## src/rtl/rfg_axis_protocol_arbiter.sv

```systemverilog
// Frame-aware round-robin arbiter in front of the register-file protocol parser.
// A grant is held for one complete frame. The forwarded stream is tagged with the source port on tid.
module rfg_axis_protocol_arbiter #(
  parameter int NUM_PORTS  = 4,
  parameter int DATA_WIDTH = 8,
  parameter int ID_WIDTH   = 8
) (
  input  logic                            aclk,
  input  logic                            aresetn,
  input  logic [NUM_PORTS*DATA_WIDTH-1:0] s_axis_tdata,
  input  logic [NUM_PORTS-1:0]            s_axis_tvalid,
  output logic [NUM_PORTS-1:0]            s_axis_tready,
  output logic [DATA_WIDTH-1:0]           m_axis_tdata,
  output logic                            m_axis_tvalid,
  input  logic                            m_axis_tready,
  output logic [ID_WIDTH-1:0]             m_axis_tid,
  output logic [3:0]                      grant_port,
  output logic                            busy,
  output logic                            frame_done
);

  typedef enum logic [2:0] {
    ST_IDLE    = 3'd0,
    ST_HEADER  = 3'd1,
    ST_ADDRESS = 3'd2,
    ST_LENA    = 3'd3,
    ST_LENB    = 3'd4,
    ST_PAYLOAD = 3'd5
  } state_t;

  state_t                  r_state;
  state_t                  w_state_nxt;
  logic [3:0]              r_grant;
  logic [3:0]              r_last_grant;
  logic [ID_WIDTH-1:0]     r_tid;
  logic [DATA_WIDTH-1:0]   r_hdr;
  logic [DATA_WIDTH-1:0]   r_len_lo;
  logic [15:0]             r_count;
  logic                    r_busy;
  logic                    r_frame_done;

  logic [2*NUM_PORTS-1:0]  w_req2;
  logic [2*NUM_PORTS-1:0]  w_rot;
  logic [4:0]              w_off;
  logic [4:0]              w_sum;
  logic [3:0]              w_pick;
  logic                    w_any_req;
  logic [DATA_WIDTH-1:0]   w_sel_data;
  logic                    w_sel_valid;
  logic                    w_active;
  logic                    w_beat;
  logic                    w_to_idle;

  // Round-robin pick: rotate the requests so the port after last_grant sits at bit 0
  always_comb begin
    w_req2    = {s_axis_tvalid, s_axis_tvalid};
    w_rot     = w_req2 >> ({1'b0, r_last_grant} + 5'd1);
    w_off     = 5'd0;
    w_any_req = 1'b0;
    for (int j = NUM_PORTS - 1; j >= 0; j--) begin
      if (w_rot[j]) begin
        w_off     = 5'(j);
        w_any_req = 1'b1;
      end else begin
        w_off     = w_off;
      end
    end
    w_sum = {1'b0, r_last_grant} + 5'd1 + w_off;
    if (w_sum >= 5'(NUM_PORTS)) begin
      w_sum = w_sum - 5'(NUM_PORTS);
    end else begin
      w_sum = w_sum;
    end
    w_pick = w_sum[3:0];
  end

  // Select the granted source lane
  always_comb begin
    w_sel_data  = '0;
    w_sel_valid = 1'b0;
    for (int i = 0; i < NUM_PORTS; i++) begin
      if (r_grant == 4'(i)) begin
        w_sel_data  = s_axis_tdata[i*DATA_WIDTH +: DATA_WIDTH];
        w_sel_valid = s_axis_tvalid[i];
      end else begin
        w_sel_data  = w_sel_data;
        w_sel_valid = w_sel_valid;
      end
    end
  end

  // Output process: pass-through is live only while a frame is in progress
  always_comb begin
    w_active      = (r_state != ST_IDLE);
    m_axis_tvalid = w_active & w_sel_valid;
    m_axis_tdata  = w_active ? w_sel_data : '0;
    s_axis_tready = '0;
    for (int i = 0; i < NUM_PORTS; i++) begin
      if (w_active && (r_grant == 4'(i))) begin
        s_axis_tready[i] = m_axis_tready;
      end else begin
        s_axis_tready[i] = 1'b0;
      end
    end
    w_beat = m_axis_tvalid & m_axis_tready;
  end

  // Next-state process: frame parser
  always_comb begin
    w_state_nxt = r_state;
    case (r_state)
      ST_IDLE: begin
        if (w_any_req) w_state_nxt = ST_HEADER;
        else           w_state_nxt = ST_IDLE;
      end
      ST_HEADER: begin
        if (w_beat) w_state_nxt = (m_axis_tdata[0] | m_axis_tdata[1]) ? ST_ADDRESS : ST_IDLE;
        else        w_state_nxt = ST_HEADER;
      end
      ST_ADDRESS: begin
        if (w_beat) w_state_nxt = ST_LENA;
        else        w_state_nxt = ST_ADDRESS;
      end
      ST_LENA: begin
        if (w_beat) w_state_nxt = ST_LENB;
        else        w_state_nxt = ST_LENA;
      end
      ST_LENB: begin
        // Only writes carry payload; write wins when both bits are set
        if (w_beat) w_state_nxt = r_hdr[0] ? ST_PAYLOAD : ST_IDLE;
        else        w_state_nxt = ST_LENB;
      end
      ST_PAYLOAD: begin
        if (w_beat && (r_count == 16'd1)) w_state_nxt = ST_IDLE;
        else                              w_state_nxt = ST_PAYLOAD;
      end
      default: w_state_nxt = ST_IDLE;
    endcase
    w_to_idle = (r_state != ST_IDLE) && (w_state_nxt == ST_IDLE);
  end

  // State register
  always_ff @(posedge aclk) begin
    if (!aresetn) r_state <= ST_IDLE;
    else          r_state <= w_state_nxt;
  end

  // Grant, field capture, payload counter and status flags
  always_ff @(posedge aclk) begin
    if (!aresetn) begin
      r_grant      <= 4'd0;
      r_last_grant <= 4'(NUM_PORTS - 1);
      r_tid        <= '0;
      r_hdr        <= '0;
      r_len_lo     <= '0;
      r_count      <= 16'd0;
      r_busy       <= 1'b0;
      r_frame_done <= 1'b0;
    end else begin
      if ((r_state == ST_IDLE) && w_any_req) begin
        r_grant <= w_pick;
        r_tid   <= ID_WIDTH'(w_pick);
      end
      if (w_beat) begin
        case (r_state)
          ST_HEADER:  r_hdr    <= m_axis_tdata;
          ST_LENA:    r_len_lo <= m_axis_tdata;
          ST_LENB:    if (r_hdr[0]) r_count <= {m_axis_tdata, r_len_lo};
          // Length 0 wraps to 0xFFFF and runs for 65536 bytes
          ST_PAYLOAD: r_count  <= r_count - 16'd1;
          default:    r_count  <= r_count;
        endcase
      end
      if (w_to_idle) r_last_grant <= r_grant;
      r_busy       <= (w_state_nxt != ST_IDLE);
      r_frame_done <= w_to_idle;
    end
  end

  assign m_axis_tid = r_tid;
  assign grant_port = r_grant;
  assign busy       = r_busy;
  assign frame_done = r_frame_done;

endmodule

```

## config.mk

```make
export PLATFORM = sky130hd
export DESIGN_NAME = rfg_axis_protocol_arbiter
export DESIGN_NICKNAME = d
export VERILOG_FILES = /design/src/rtl/rfg_axis_protocol_arbiter.sv
export SDC_FILE = /design/constraint.sdc
export NUM_CORES = 1
export LEC_CHECK = 0
export BUFFER_PORTS_ARGS = -buffer_cell sky130_fd_sc_hd__buf_2
export CAP_MARGIN = 30
export CORE_UTILIZATION = 30
export DETAILED_ROUTE_END_ITERATION = 10
export PLACE_DENSITY = 0.61
export SYNTH_ARGS = -nofsm -noshare
export SYNTH_HDL_FRONTEND = slang
export SYNTH_SLANG_ARGS = --single-unit
```

## constraint.sdc

```tcl
create_clock -name aclk -period 3 [get_ports aclk]
set_input_delay 0.45 -clock aclk [delete_from_list [all_inputs] [get_ports aclk]]
set_output_delay 0.45 -clock aclk [all_outputs]
set_load 0.05 [all_outputs]
```

==> results of run 1 <==
==> critical path, cell delays in order, from the launching register on <==
cell and delay [ns]:
dfxtp_1 0.34, buf_4 0.16, a21o_1 0.16, a211oi_2 0.21, o32ai_1 0.13, or3_1 0.34
buf_4 0.15, fa_1 0.40, xnor2_1 0.16, ha_1 0.22, a31oi_2 0.15, nand2_1 0.07
o211ai_1 0.17, a21oi_1 0.09
==> layout make-up <==
class,count,area (um^2)
inverter,14,52.6
fill,960,5430
timing repair buffer,82,463
clock buffer,7,86.3
multi-input combinational,275,1750
tap,108,135
clock inverter,1,5.00
sequential,38,762
==> through the flow <==
stage	instances	worst slack [ns]	utilization [%]
3_3_place_gp	517	-0.0430	36.2
2_1_floorplan	359	0.0363	-
6_report	525	0.111	37.5
5_1_grt	525	0.00837	37.5
4_1_cts	525	0.0228	37.3
3_5_place_dp	517	-0.158	36.2
==> how the worst max path moves through the flow <==
stage                                 from             to  slack [ns]  depth (start not counted)
after global placement    s_axis_tvalid[3]  m_axis_tid[3]       -0.04                         15
after floorplan            r_last_grant[1]  m_axis_tid[3]        0.04                         15
final                      r_last_grant[0]  m_axis_tid[3]        0.11                         13
after global routing       r_last_grant[0]  m_axis_tid[3]       0.008                         13
after detailed placement  s_axis_tvalid[3]  m_axis_tid[3]       -0.16                         15
after CTS                  r_last_grant[0]  m_axis_tid[3]        0.02                         12
==> power breakdown <==
group | internal (mW) | switching, mW | total (mW)
sequential | 0.551 | 0.0825 | 0.634
combinational | 0.540 | 1.05 | 1.59
clock | 0.186 | 0.184 | 0.369
==> timing repair <==
item / 4_1_cts / 5_1_grt
setup buffers: 0 / 0
endpoints found under the setup margin: 2 / 2
resized for setup: 2 / 4
pin swaps: 0 / 3
==> cells in the mapped netlist (all sizes together) (3+ instances only) <==
library cell	number	share of area, %
o22ai	3	0.70
buf	15	3.7
or3	3	0.70
ha	5	2.3
dfxtp	38	28
nand2	36	5.0
a211o	3	0.98
nor3	15	2.8
o21ai	26	4.9
o32ai	5	1.6
inv	13	1.8
nand3	8	1.5
and3	3	0.89
a22oi	5	1.4
clkbuf	17	2.4
nor4	5	1.4
a31oi	4	0.93
nor3b	4	1.3
a21oi	34	6.4
nor2b	3	0.70
a211oi	14	4.3
mux2i	17	6.4
nor2	38	5.3
and2	10	2.3
==> logic make-up (layout without fill, tap and decap cells) <==
group	Yosys count	in the layout	synth area share [%]
adders and majority gates	6	6	3.09
buffers and inverters	46	104	8.09
xor gates and xnor gates	2	2	0.655
muxes	21	21	8.88
DFF	38	38	28.4
AOI/OAI and AO/OA	108	108	26.1
and+or+nand+nor	134	134	24.6
other	1	4	0.140
==> registers in the layout, summed over array words and instances (netlist names) <==
name,count
m_axis_tid,4
busy,1
frame_done,1
r_len_lo,8
r_hdr,1
r_state,3
r_count,16
r_last_grant,4
==> per-layer routing <==
layer	routed length (um)	track usage (%)	vias to the layer above
met1	3570	23.9	1316
met4	115	4.90	0
met5	0	0	-
met3	547	3.29	8
li1	-	-	1397
met2	3660	30.0	113
==> results.md, run 1 <==
- GP Congestion: 0.840
- Most common cell after layout, fill and taps aside: buf_2
- RSZ-0062 raised after global routing: false
- CTS Sinks: 38
- Final wirelength: 7900 um
- EDFF count, synth: 0
- Post-synth cell types: 55
- Setup crit end kind: flop
- Hold_sp: r_count[7]
- Worst-Skew Late Latency: 0.29 ns
- CP arrival: 3.04 ns
- CTS clk-pin slew, worst paths: 0.08 ns
- Most frequent cells in the layout: buf_2 (61), nor2_1 (38), dfxtp_1 (37), nand2_1 (36), a21oi_1 (34)
- Fin. max-slew vios: 0
- Share of cells above drive strength 1: 25.9%
- Design Area, Final: 0.00325 mm^2
- Bufs on Longest Clock Path: 2
- Clock Skews: 0.00741 ns
- Die Y: 96.5 um
- CTS tree: built
- Initial core utilization: 30.8%
- Leak: 1.35 nW
- Die area: 0.00930 mm^2
- Startpoint types: flop
- Wire per inst: 15.0 um
- Worst Hold Slack: 0.476 ns
- #FFs+latches synth: 38
- Setup CP Type: reg2reg
- FFs w/ async S/R, synth: 0%
- Die width: 96.5 um
- Max-Cap Viols: 0
- Core footprint: 0.00868 mm^2
- CP max FO: 5
- Ys flop type: dfxtp_1
- # hold bufs at CTS: 0
- Final Net Count: 461
- Slew headroom: 50.6%
- Actual slew at the worst max-slew pin: 0.741 ns
- Setup violators final: 0
- Peak Freq: 346 MHz
- Worst vdd ir: 0.000463 V
- CP required: 3.15 ns
- P per Cell Area: 797 mW/mm^2
- CTS Root Buffer Type: clkbuf_8
- Min-delay worst type: reg2reg
- Via density: 5.40
- GRT Util Overall: 18.1%
- Outcome: finished clean
- Hold path cells: 2
- Clock period minus worst slack: 2.89 ns
- I/O pin cnt: 66
- Final Cycle Share: 96.3%
- Number of global-route vias before repair: 2670
- Number of diodes: 0
- Iteration-0 DRC Markers: 264
- Vias: 2834
- Register area share after synthesis: 28.4%
- Syn Area/Cell: 7.52 um^2
- Hold EP: r_count[7]
- Post-Syn Instances: 356
- Initial antenna violation count: 0
- Post-DP HPWL: 5880 um
- Area Overhead vs Synth: 21.5%
- Final ANT Viol Nets: 0
- H-Tree Depth: 2
- Num CTS Buffers: 5
- Reg2Reg Launch Point: r_last_grant[0]
- 1st-pass router iterations: 4
- Pwr Total: 2.59 mW
- Synthesized area: 0.00268 mm^2
- Internal reg-to-reg setup slack: 0.11 ns
- RR Endpoint: m_axis_tid[3]
- Placed cell area: 0.00314 mm^2
- Sum Neg Setup Slack: 0 ns
- Count of input and output buffers: 61
- GRT overflow: 0
- R2R cell count: 13
- # rows: 34
- Hold Fails Final Rpt: 0
- Drt drc: 0
- Yosys warnings: 0
- Largest net degree at the start of global routing: 25
- First-pass GRT wire length: 13000 um
No activity file was read; power rests on OpenSTA's default activity.
==> run 2: changes to the inputs <==
--- a/config.mk
+++ b/config.mk
@@ -7,9 +7,9 @@
 export LEC_CHECK = 0
 export BUFFER_PORTS_ARGS = -buffer_cell sky130_fd_sc_hd__buf_2
 export CAP_MARGIN = 30
-export CORE_UTILIZATION = 30
+export CORE_UTILIZATION = 47
 export DETAILED_ROUTE_END_ITERATION = 10
-export PLACE_DENSITY = 0.61
+export PLACE_DENSITY = 0.81
 export SYNTH_ARGS = -nofsm -noshare
 export SYNTH_HDL_FRONTEND = slang
 export SYNTH_SLANG_ARGS = --single-unit
==> constraint.sdc (replaced) <==
create_clock -name aclk -period 3.45 [get_ports aclk]
set_input_delay 0.5175 -clock aclk [delete_from_list [all_inputs] [get_ports aclk]]
set_output_delay 0.5175 -clock aclk [all_outputs]
set_load 0.05 [all_outputs]
==> results.md, run 2 (same netlist as run 1, synthesis figures left out) <==
- Outcome: finished clean
- CTS clk-pin slew, worst paths: 0.08 ns
- Setup violators final: 0
- 1st-pass router iterations: 5
- Clock Skews: 0.00710 ns
- Critical path's slowest cell: dfxtp_1
- RR Endpoint: m_axis_tid[3]
- Leak: 1.29 nW
- Setup CP Type: reg2reg
- First-pass GRT wire length: 11500 um
- Reg power frac: 24.9%
- Switching share of power: 48.8%
- Die area: 0.00600 mm^2
- Die Y: 77.5 um
- Bufs on Longest Clock Path: 2
- Hold_sp: r_len_lo[0]
- # rows: 27
- Num CTS Buffers: 5
- Fin. max-slew vios: 0
- Worst-Skew Late Latency: 0.30 ns
- CTS Root Buffer Type: clkbuf_8
- Hold Fails Final Rpt: 0
- Initial antenna violation count: 0
- Worst vdd ir: 0.000468 V
- CP max FO: 12
- # resized after CTS: 0
- Internal reg-to-reg setup slack: 0.25 ns
- Post-DP HPWL: 5080 um
- Most frequent cells in the layout: buf_2 (61), nor2_1 (38), dfxtp_1 (37), nand2_1 (36), a21oi_1 (34)
- Layout Cells excl Fill: 473
- GP Congestion: 0.878
- Critical path, cell by cell: inv_1, a221oi_2, o32ai_1, or3_1, inv_1, ha_1, nor2b_1, o21ai_1, xor2_1, ha_1, a31oi_1, nand2_1, o211ai_1, a21oi_1
- Vias: 2833
- Setup crit end kind: flop
- Reg with most FFs: r_count
- Max-Cap Viols: 0
- FILL cells: 498
- Hold EP: r_count[0]
- R2R cell count: 14
- Number of cells after detailed placement: 465
- Min-delay worst type: reg2reg
- Startpoint types: flop
- Wire per inst: 14.9 um
- Crit path largest cell delay: 0.55 ns
- Largest net degree at the start of global routing: 24
- Via density: 5.99
- Number of diodes: 0
- Clk network pwr share: 20.2%
- Number of global-route vias before repair: 2523
- Final ANT Viol Nets: 0
- Final wirelength: 7050 um
- RSZ-0062 raised after global routing: false
- GRT overflow: 0
- Share of cells above drive strength 1: 21.9%
- Pwr Total: 2.28 mW
- P per Cell Area: 727 mW/mm^2
- CTS Sinks: 38
- Actual slew at the worst max-slew pin: 0.762 ns
- Comb power frac: 54.9%
- Worst Hold Slack: 0.483 ns
- Area Overhead vs Synth: 17.0%
- Slew headroom: 49.2%
- Die width: 77.5 um
- Biggest regs: r_count x16, r_len_lo x8
- Peak Freq: 312 MHz
- Pint: 1.16 mW
- CP top delay family: compound AO/OA/AOI/OAI gates
- Final Net Count: 445
- CTS tree: built
- Final Cycle Share: 92.8%
- Count of input and output buffers: 61
- Hold path cells: 2
- # hold bufs at CTS: 0
- H-Tree Depth: 2
- Iteration-0 DRC Markers: 237
- Switching pwr: 1.11 mW
- Fin util: 56.9%
- Reg2Reg Launch Point: r_last_grant[1]
- Core footprint: 0.00551 mm^2
- Clock period minus worst slack: 3.20 ns
- Max FFs per register: 16
- I/O pin cnt: 66
- Initial core utilization: 48.6%
- CP arrival: 3.37 ns
- Post-CTS Setup Repair Bufs: 0
- Most common cell after layout, fill and taps aside: buf_2
- Sum Neg Setup Slack: 0 ns
- CP required: 3.62 ns
- Drt drc: 0
- GRT Util Overall: 23.8%
- Critical path buffer and inverter count: 2
-- run 2: cell types whose count changed in the layout (fill, tap and decap cells not counted), moves of 2 or more --
cell,previous run,this run
a211oi_1,9,12
a211oi_2,5,2
buf_4,21,4
bufinv_16,0,2
-- run 2: worst max-delay path by stage --
stage,startpoint,cells past startpoint,to
after floorplan,m_axis_tid[0],5,m_axis_tdata[2]
after detailed placement,r_last_grant[0],14,m_axis_tid[3]
after global routing,r_last_grant[1],14,m_axis_tid[3]
after CTS,r_last_grant[0],14,m_axis_tid[3]
final,r_last_grant[1],14,m_axis_tid[3]
after global placement,s_axis_tvalid[3],15,m_axis_tid[3]
-- run 2: power by group through the flow --
stage	registers (mW)	logic, mW	clock network [mW]
2_1_floorplan	0.592	0.959	0
3_3_place_gp	0.570	1.21	0
3_5_place_dp	0.574	1.22	0
4_1_cts	0.563	1.23	0.462
5_1_grt	0.580	1.33	0.485
6_report	0.567	1.25	0.459
-- run 2: area by class of cell --
| cell class | instances | area (um^2) | share of cell area (%) |
|---|---|---|---|
| Clock inverter | 3 | 68.8 | 2.20 |
| Inverter | 14 | 56.3 | 1.80 |
| Multi-Input combinational cell | 275 | 1720 | 55.0 |
| Sequential cell | 38 | 762 | 24.3 |
| Tap cell | 72 | 90.1 | 2.88 |
| Timing Repair Buffer | 66 | 363 | 11.6 |
| Clock buffer | 5 | 68.8 | 2.20 |
-- run 2: metal layers --
| layer | part of all wire (%) | global-route usage, % |
|---|---|---|
| met1 | 45 | 31.2 |
| met4 | 1.3 | 5.85 |
| met2 | 47 | 40.2 |
| met3 | 7.3 | 4.24 |
| met5 | 0 | 0 |
-- run 2: per-stage QoR --
step | setup WS [ns] | instance area [um^2]
floorplan | 0.143 | 2690
global placement | 0.193 | 2950
detailed placement | 0.109 | 2980
CTS | 0.0734 | 3120
global route | 0.0121 | 3130
finish | 0.249 | 3130
-- run 2: worst register-to-register path: cells and delay by family (launching register included) --
family	cells	cell delay, ns
AO/OA/AOI/OAI	6	1.13
AND/OR/NAND/NOR	3	0.59
flip-flops	1	0.55
adder cells (fa/ha/maj)	2	0.41
buffers and inverters	2	0.29
XOR/XNOR	1	0.11
